--- config.mk ---
export PLATFORM = sky130hd
export DESIGN_NAME = m68k_bus_responder
export DESIGN_NICKNAME = d
export VERILOG_FILES = /design/src/rtl/m68k_bus_responder.sv
export SDC_FILE = /design/constraint.sdc
export NUM_CORES = 1
export LEC_CHECK = 0
export CELL_PAD_IN_SITES_DETAIL_PLACEMENT = 0
export CELL_PAD_IN_SITES_GLOBAL_PLACEMENT = 2
export CORE_MARGIN = 5
export CORE_UTILIZATION = 21
export DETAILED_ROUTE_END_ITERATION = 10
export GPL_TIMING_DRIVEN = 0
export PLACE_DENSITY = 0.77
export SYNTH_ARGS = -nofsm -noshare
export SYNTH_HDL_FRONTEND = slang
export SYNTH_SLANG_ARGS = --single-unit
export TNS_END_PERCENT = 20
--- constraint.sdc ---
create_clock -name clk -period 1.9 [get_ports clk]
set_clock_uncertainty 0.2 [all_clocks]
set_input_delay 0.19 -clock clk [delete_from_list [all_inputs] [get_ports clk]]
set_output_delay 0.19 -clock clk [all_outputs]
set_load 0.05 [all_outputs]
--- src/rtl/m68k_bus_responder.sv ---
// 68000 asynchronous-bus slave bridging CPU strobes to a req/ack device port.
// Define BUS_TIMEOUT_EN to add a bus-error timeout (ERR state, berr_n).
module m68k_bus_responder #(
    parameter int TIMEOUT = 64
) (
    input  logic        clk,
    input  logic        reset,
    input  logic        as_n,
    input  logic        uds_n,
    input  logic        lds_n,
    input  logic        rw,
    input  logic [22:0] addr,
    input  logic [15:0] cpu_dout,
    output logic [15:0] cpu_din,
    output logic        dtack_n,
    output logic        berr_n,
    output logic        dev_req,
    output logic        dev_we,
    output logic [1:0]  dev_mask,
    output logic [22:0] dev_addr,
    output logic [15:0] dev_wdata,
    input  logic [15:0] dev_rdata,
    input  logic        dev_ack
);

    typedef enum logic [1:0] {
        IDLE,
        REQ,
        ACK
`ifdef BUS_TIMEOUT_EN
        , ERR
`endif
    } state_t;

    state_t state_q, state_d;
    logic   start;
    logic   rd_load;

`ifdef BUS_TIMEOUT_EN
    localparam logic [7:0] TO_LAST = 8'(TIMEOUT - 1);
    logic [7:0] cnt_q;
    logic       cnt_inc;
`endif

    always_comb begin
        state_d = state_q;
        start   = 1'b0;
        rd_load = 1'b0;
`ifdef BUS_TIMEOUT_EN
        cnt_inc = 1'b0;
`endif
        unique case (state_q)
            IDLE: begin
                if (!as_n && (!uds_n || !lds_n)) begin
                    state_d = REQ;
                    start   = 1'b1;
                end
            end
            // Abort outranks ack, and ack outranks the timeout.
            REQ: begin
                if (as_n) begin
                    state_d = IDLE;
                end else if (dev_ack) begin
                    state_d = ACK;
                    rd_load = !dev_we;
                end
`ifdef BUS_TIMEOUT_EN
                else if (cnt_q == TO_LAST) begin
                    state_d = ERR;
                end else begin
                    cnt_inc = 1'b1;
                end
`endif
            end
            ACK: begin
                if (as_n) state_d = IDLE;
            end
`ifdef BUS_TIMEOUT_EN
            ERR: begin
                if (as_n) state_d = IDLE;
            end
`endif
            default: state_d = IDLE;
        endcase
    end

    always_ff @(posedge clk) begin
        if (reset) begin
            state_q   <= IDLE;
            cpu_din   <= '0;
            dev_we    <= 1'b0;
            dev_mask  <= '0;
            dev_addr  <= '0;
            dev_wdata <= '0;
        end else begin
            state_q <= state_d;
            if (start) begin
                dev_we    <= !rw;
                dev_mask  <= {!uds_n, !lds_n};
                dev_addr  <= addr;
                dev_wdata <= cpu_dout;
            end
            if (rd_load) cpu_din <= dev_rdata;
        end
    end

`ifdef BUS_TIMEOUT_EN
    always_ff @(posedge clk) begin
        if (reset || start) begin
            cnt_q <= '0;
        end else if (cnt_inc) begin
            cnt_q <= cnt_q + 8'd1;
        end
    end

    assign berr_n = (state_q != ERR);
`else
    assign berr_n = 1'b1;
`endif

    assign dev_req = (state_q == REQ);
    assign dtack_n = (state_q != ACK);

endmodule

Word level (Yosys, flattened, before mapping)
Cells that the tools add are included.
- logic and storage cells: 31
- register bits: 60
- muxes and demuxes: 10
- reductions and logical operators: 9
- equal/unequal tests: 6
- operators by type and width (operator ; count):
    2-to-1 mux 2 bit ; 4
    inequality test 2 bit, second input constant ; 3
    one-hot mux 2 bit (3 select lines) ; 1
    zero test 1 bit ; 5
    2-to-1 mux 1 bit ; 5
    inequality test 3 x 2 -> 1 bit, second input constant ; 1
    AND reduction 3 bit ; 1
    == test 2 x 1 -> 1 bit, second input constant ; 1
    == test 2 bit, second input constant ; 1
    zero test 2 bit ; 1
    logical AND 1 bit ; 1
    logical OR 1 bit ; 1

Longest topological paths before layout
- depth in word-level cells: 5
- depth in mapped cells: 5
- mapped depth without buffers: 4

Worst setup path before layout
OpenSTA, ideal clock, no wires.
- path type: register -> register
- start: register dev_we
- end: register cpu_din[10]
- path buffers: 2
- setup slack: 282 ps
- cell stages (with the launch flop): 5
- data arrival time: 1347 ps
- data required time: 1628 ps
- setup time: 72 ps
- clock period less this slack: 1618 ps
- path through: dfxtp_1 nor4b_1 buf_4 buf_6 mux2i_1
- longest elaborated chain between the ends: 4
- RTL lines (element ; line ; RTL):
    start, declared ; 18 ; output logic dev_we,
    start signal, assigned ; 98 ; dev_we <= !rw;
    zero test 1 bit ; 65 ; rd_load = !dev_we;
    2-to-1 mux 1 bit ; 63 ; end else if (dev_ack) begin
    2-to-1 mux 1 bit ; 61 ; if (as_n) begin
    2-to-1 mux 1 bit ; 52 ; unique case (state_q)
    end signal, assigned ; 103 ; if (rd_load) cpu_din <= dev_rdata;
    end, declared ; 14 ; output logic [15:0] cpu_din,
No other way between the ends.
A chain may end at the register's enable or synchronous reset.

Worst setup path after layout
- start: register cpu_din[10]
- end: output cpu_din[10]
No word-level cell between the ends.

==> results by group <==
Die
  – Die Area: 13,100 um^2
  – Initial Utilization: 0.213
  – Width of the die: 114 um
  – Core Area: 10,700 um^2
  – Num rows: 38
  – Die height: 114 um
  – Ports: 123

Worst hold path
  – Worst Hold Class: in2reg
  – Hold Path End: dev_mask[0]
  – Hold path depth: 2
  – HP Start: reset

Worst setup path
  – Max stage delay cell, worst path: clkdlybuf4s50_1
  – Crit end category: primary output
  – CP Buf/Inv Count: 1
  – R2R cell count: 5
  – CP delay by family, top: buffers and inverters
  – Worst R2R End: cpu_din[12]
  – Crit-path max cell delay: 0.80 ns
  – WP depth: 1
  – Crit-path cells: clkdlybuf4s50_1
  – Kind of critical path: reg2out
  – CP Launch Type: flop
  – CP Max Fanout: 2
  – Worst EP arrival: 1.46 ns
  – Reg2reg start: state_q[1]
  – CP required: 1.51 ns
  – R2r setup slk: 0.15 ns

Logic synthesis
  – Largest family of logic cells by synthesized area: simple AND/OR/NAND/NOR gates
  – Primary FF master, synth: dfxtp_1
  – Synth Area in Simple Gates: 0.234
  – YS warnings: 0
  – Share of the synthesized area in the top cell type: 0.525
  – Syn nets: 323
  – Post-Synth Adder-Cell Area: 0
  – Syn avg cell area: 8.77 um^2
  – Most frequent cell after synthesis: nand2_1
  – Ranking of synthesized cells by area: dfxtp_1 52%, nand2_1 13%, nand2b_1 9.3%
  – Cells after Synth: 261
  – Post-Syn Area: 2290 um^2
  – Mux cell area share after synthesis: 0.0699
  – Yosys reg bits: 60
  – Complex-gate fraction of the synthesized area: 0.117
  – Area leader, netlist: dfxtp_1
  – Synth unique cells: 17
  – Area share of xor/xnor cells in the synthesized design: 0
  – Post-synth EDFFs: 0
  – Post-synthesis async set-or-reset flop share: 0
  – Synth top cells by count: 79 x nand2_1, 60 x dfxtp_1, 40 x a21oi_1, 34 x nand2b_1, 16 x mux2i_1
  – Sequential area share after synthesis: 0.525

Route
  – Post-route ant nets: 0
  – Routed vias/inst: 4.03
  – Vias: 2,161
  – DR WL/cell: 13.2 um
  – Total Wirelength: 7.09 mm
  – DRC viols: 0
  – Detailed router's first-iteration violation count: 64
  – First-pass DRT Iterations: 4

STA
  – Setup violators final: 0
  – Worst rel slew slack: 0.525
  – Max Freq: 542 MHz
  – Slew @ Worst Pin: 0.713 ns
  – Crit share post-route: 0.971
  – Slew Limit Fails: 0
  – Final hold violations: 0
  – RSZ-0062 raised after global routing: no
  – Final Critical Period: 1.85 ns

Global route
  – Gr usage total: 0.107
  – Global-route wire length before repair: 10.9 mm
  – Initial antenna violation count: 0
  – Total gr overflow: 0
  – Largest net degree at the start of global routing: 11
  – Vias in the first global route: 2,158

Run status
  – Status: completed

Clock tree
  – Clk sinks: 60
  – CTS tree: yes
  – Clock latency on the worst-skew pair: 0.32 ns
  – Htree depth: 3
  – Post-CTS Hold Buffers: 0
  – CTS buffer count: 9
  – CTS Buffer Depth: 2
  – CTS root buf: clkbuf_8
  – Worst-path clk slew: 0.06 ns

Run
  – Max-Cap Viols: 0

Place
  – Placed Instances: 521
  – Post-DP Area: 3670 um^2
  – Placer Congestion: 0.704
  – DP HPWL: 5.29 mm
  – Port bufs: 120

Finish
  – Layout cells sized above 1: 0.0530
  – Diodes inserted: 0
  – Nets: 454
  – Final Cell Area: 3900 um^2
  – Non-Filler Instances: 536
  – Area growth from synthesis to layout: 70.2%

Power and ir drop
  – Leak: 2.10 nW
  – Power per cell area: 759 nW/um^2
  – Peak supply drop: 0.315 mV
==> cell usage in the layout, fill, tap and decap left out, drive strengths merged, types with 3 or more instances in the layout <==
cell type,Yosys,layout
nor2,3,3
nand2b,34,34
buf,8,8
dlymetal6s2s,0,41
a21oi,40,40
a211oi,4,4
clkdlybuf4s50,0,64
clkinv,0,3
dlygate4sd2,0,13
clkbuf,11,24
dfxtp,60,60
mux2i,16,16
nand2,79,79
==> kinds of logic (layout without fill, tap and decap cells) <==
| kind of cell | count (synthesis) | in the layout |
|---|---|---|
| other | 1 | 1 |
| buffers and inverters | 20 | 155 |
| muxes | 16 | 16 |
| AOI/OAI and AO/OA | 46 | 46 |
| DFF | 60 | 60 |
| and+or+nand+nor | 118 | 118 |
==> per-layer routing <==
metal  global-route usage  vias to the layer above  share of wire
met3               0.0502                        7          0.079
met5                    0                        -              0
met4               0.0285                        0         0.0093
met1                0.126                      979           0.43
met2                0.177                       73           0.48
li1                     -                     1102              -
==> sequential cells by signal, indices dropped and copies added (netlist names) <==
register and flops:
dev_wdata 16, dev_addr 23, dev_mask 2, state_q 2, dev_we 1, cpu_din 16
==> layout make-up <==
cell class                 instances  area [um^2]
fill                            1142         6850
timing repair buffer             120         1280
sequential                        60         1200
multi-input combinational        181          968
tap                              140          175
clock buffer                      12          135
buffer                            19          116
clock inverter                     3         15.0
inverter                           1         3.75
==> repair_timing <==
item	CTS	global route
resized for setup	16	43
endpoints found under the hold margin	0	0
setup buffers	0	0
endpoints found under the setup margin	15	43
==> per-stage QoR <==
| step | hold slack, ns | power [W] | util | TNS, ns | setup slack (ns) |
|---|---|---|---|---|---|
| 4_1_cts | 0.152 | 0.00305 | 0.354 | 0 | 0.00157 |
| 3_3_place_gp | 0.242 | 0.00208 | 0.341 | -8.49 | -0.211 |
| 5_1_grt | 0.185 | 0.00313 | 0.363 | 0 | 0.00182 |
| 2_1_floorplan | 0.0685 | 0.00177 | - | 0 | 0.282 |
| 6_report | 0.156 | 0.00296 | 0.363 | 0 | 0.0542 |
| 3_5_place_dp | 0.248 | 0.00208 | 0.341 | -9.37 | -0.247 |
==> worst max-delay path by stage <==
stage / start / end / slack (ns)
global route: cpu_din[10] / cpu_din[10] / 0.002
floorplan: dev_we / cpu_din[10] / 0.28
detailed placement: lds_n / dev_addr[14] / -0.25
global placement: lds_n / dev_wdata[0] / -0.21
CTS: dev_wdata[3] / dev_wdata[3] / 0.002
finish: cpu_din[10] / cpu_din[10] / 0.05
==> report_power, final <==
part	leakage [nW]	total (W)	switching, W	internal, W
sequential	0.490	0.00135	0.0000310	0.00132
combinational	1.53	0.000671	0.000397	0.000274
clock	0.0800	0.000933	0.000472	0.000461
total	2.10	0.00296	0.000900	0.00206
No activity file was read; power rests on OpenSTA's default activity.
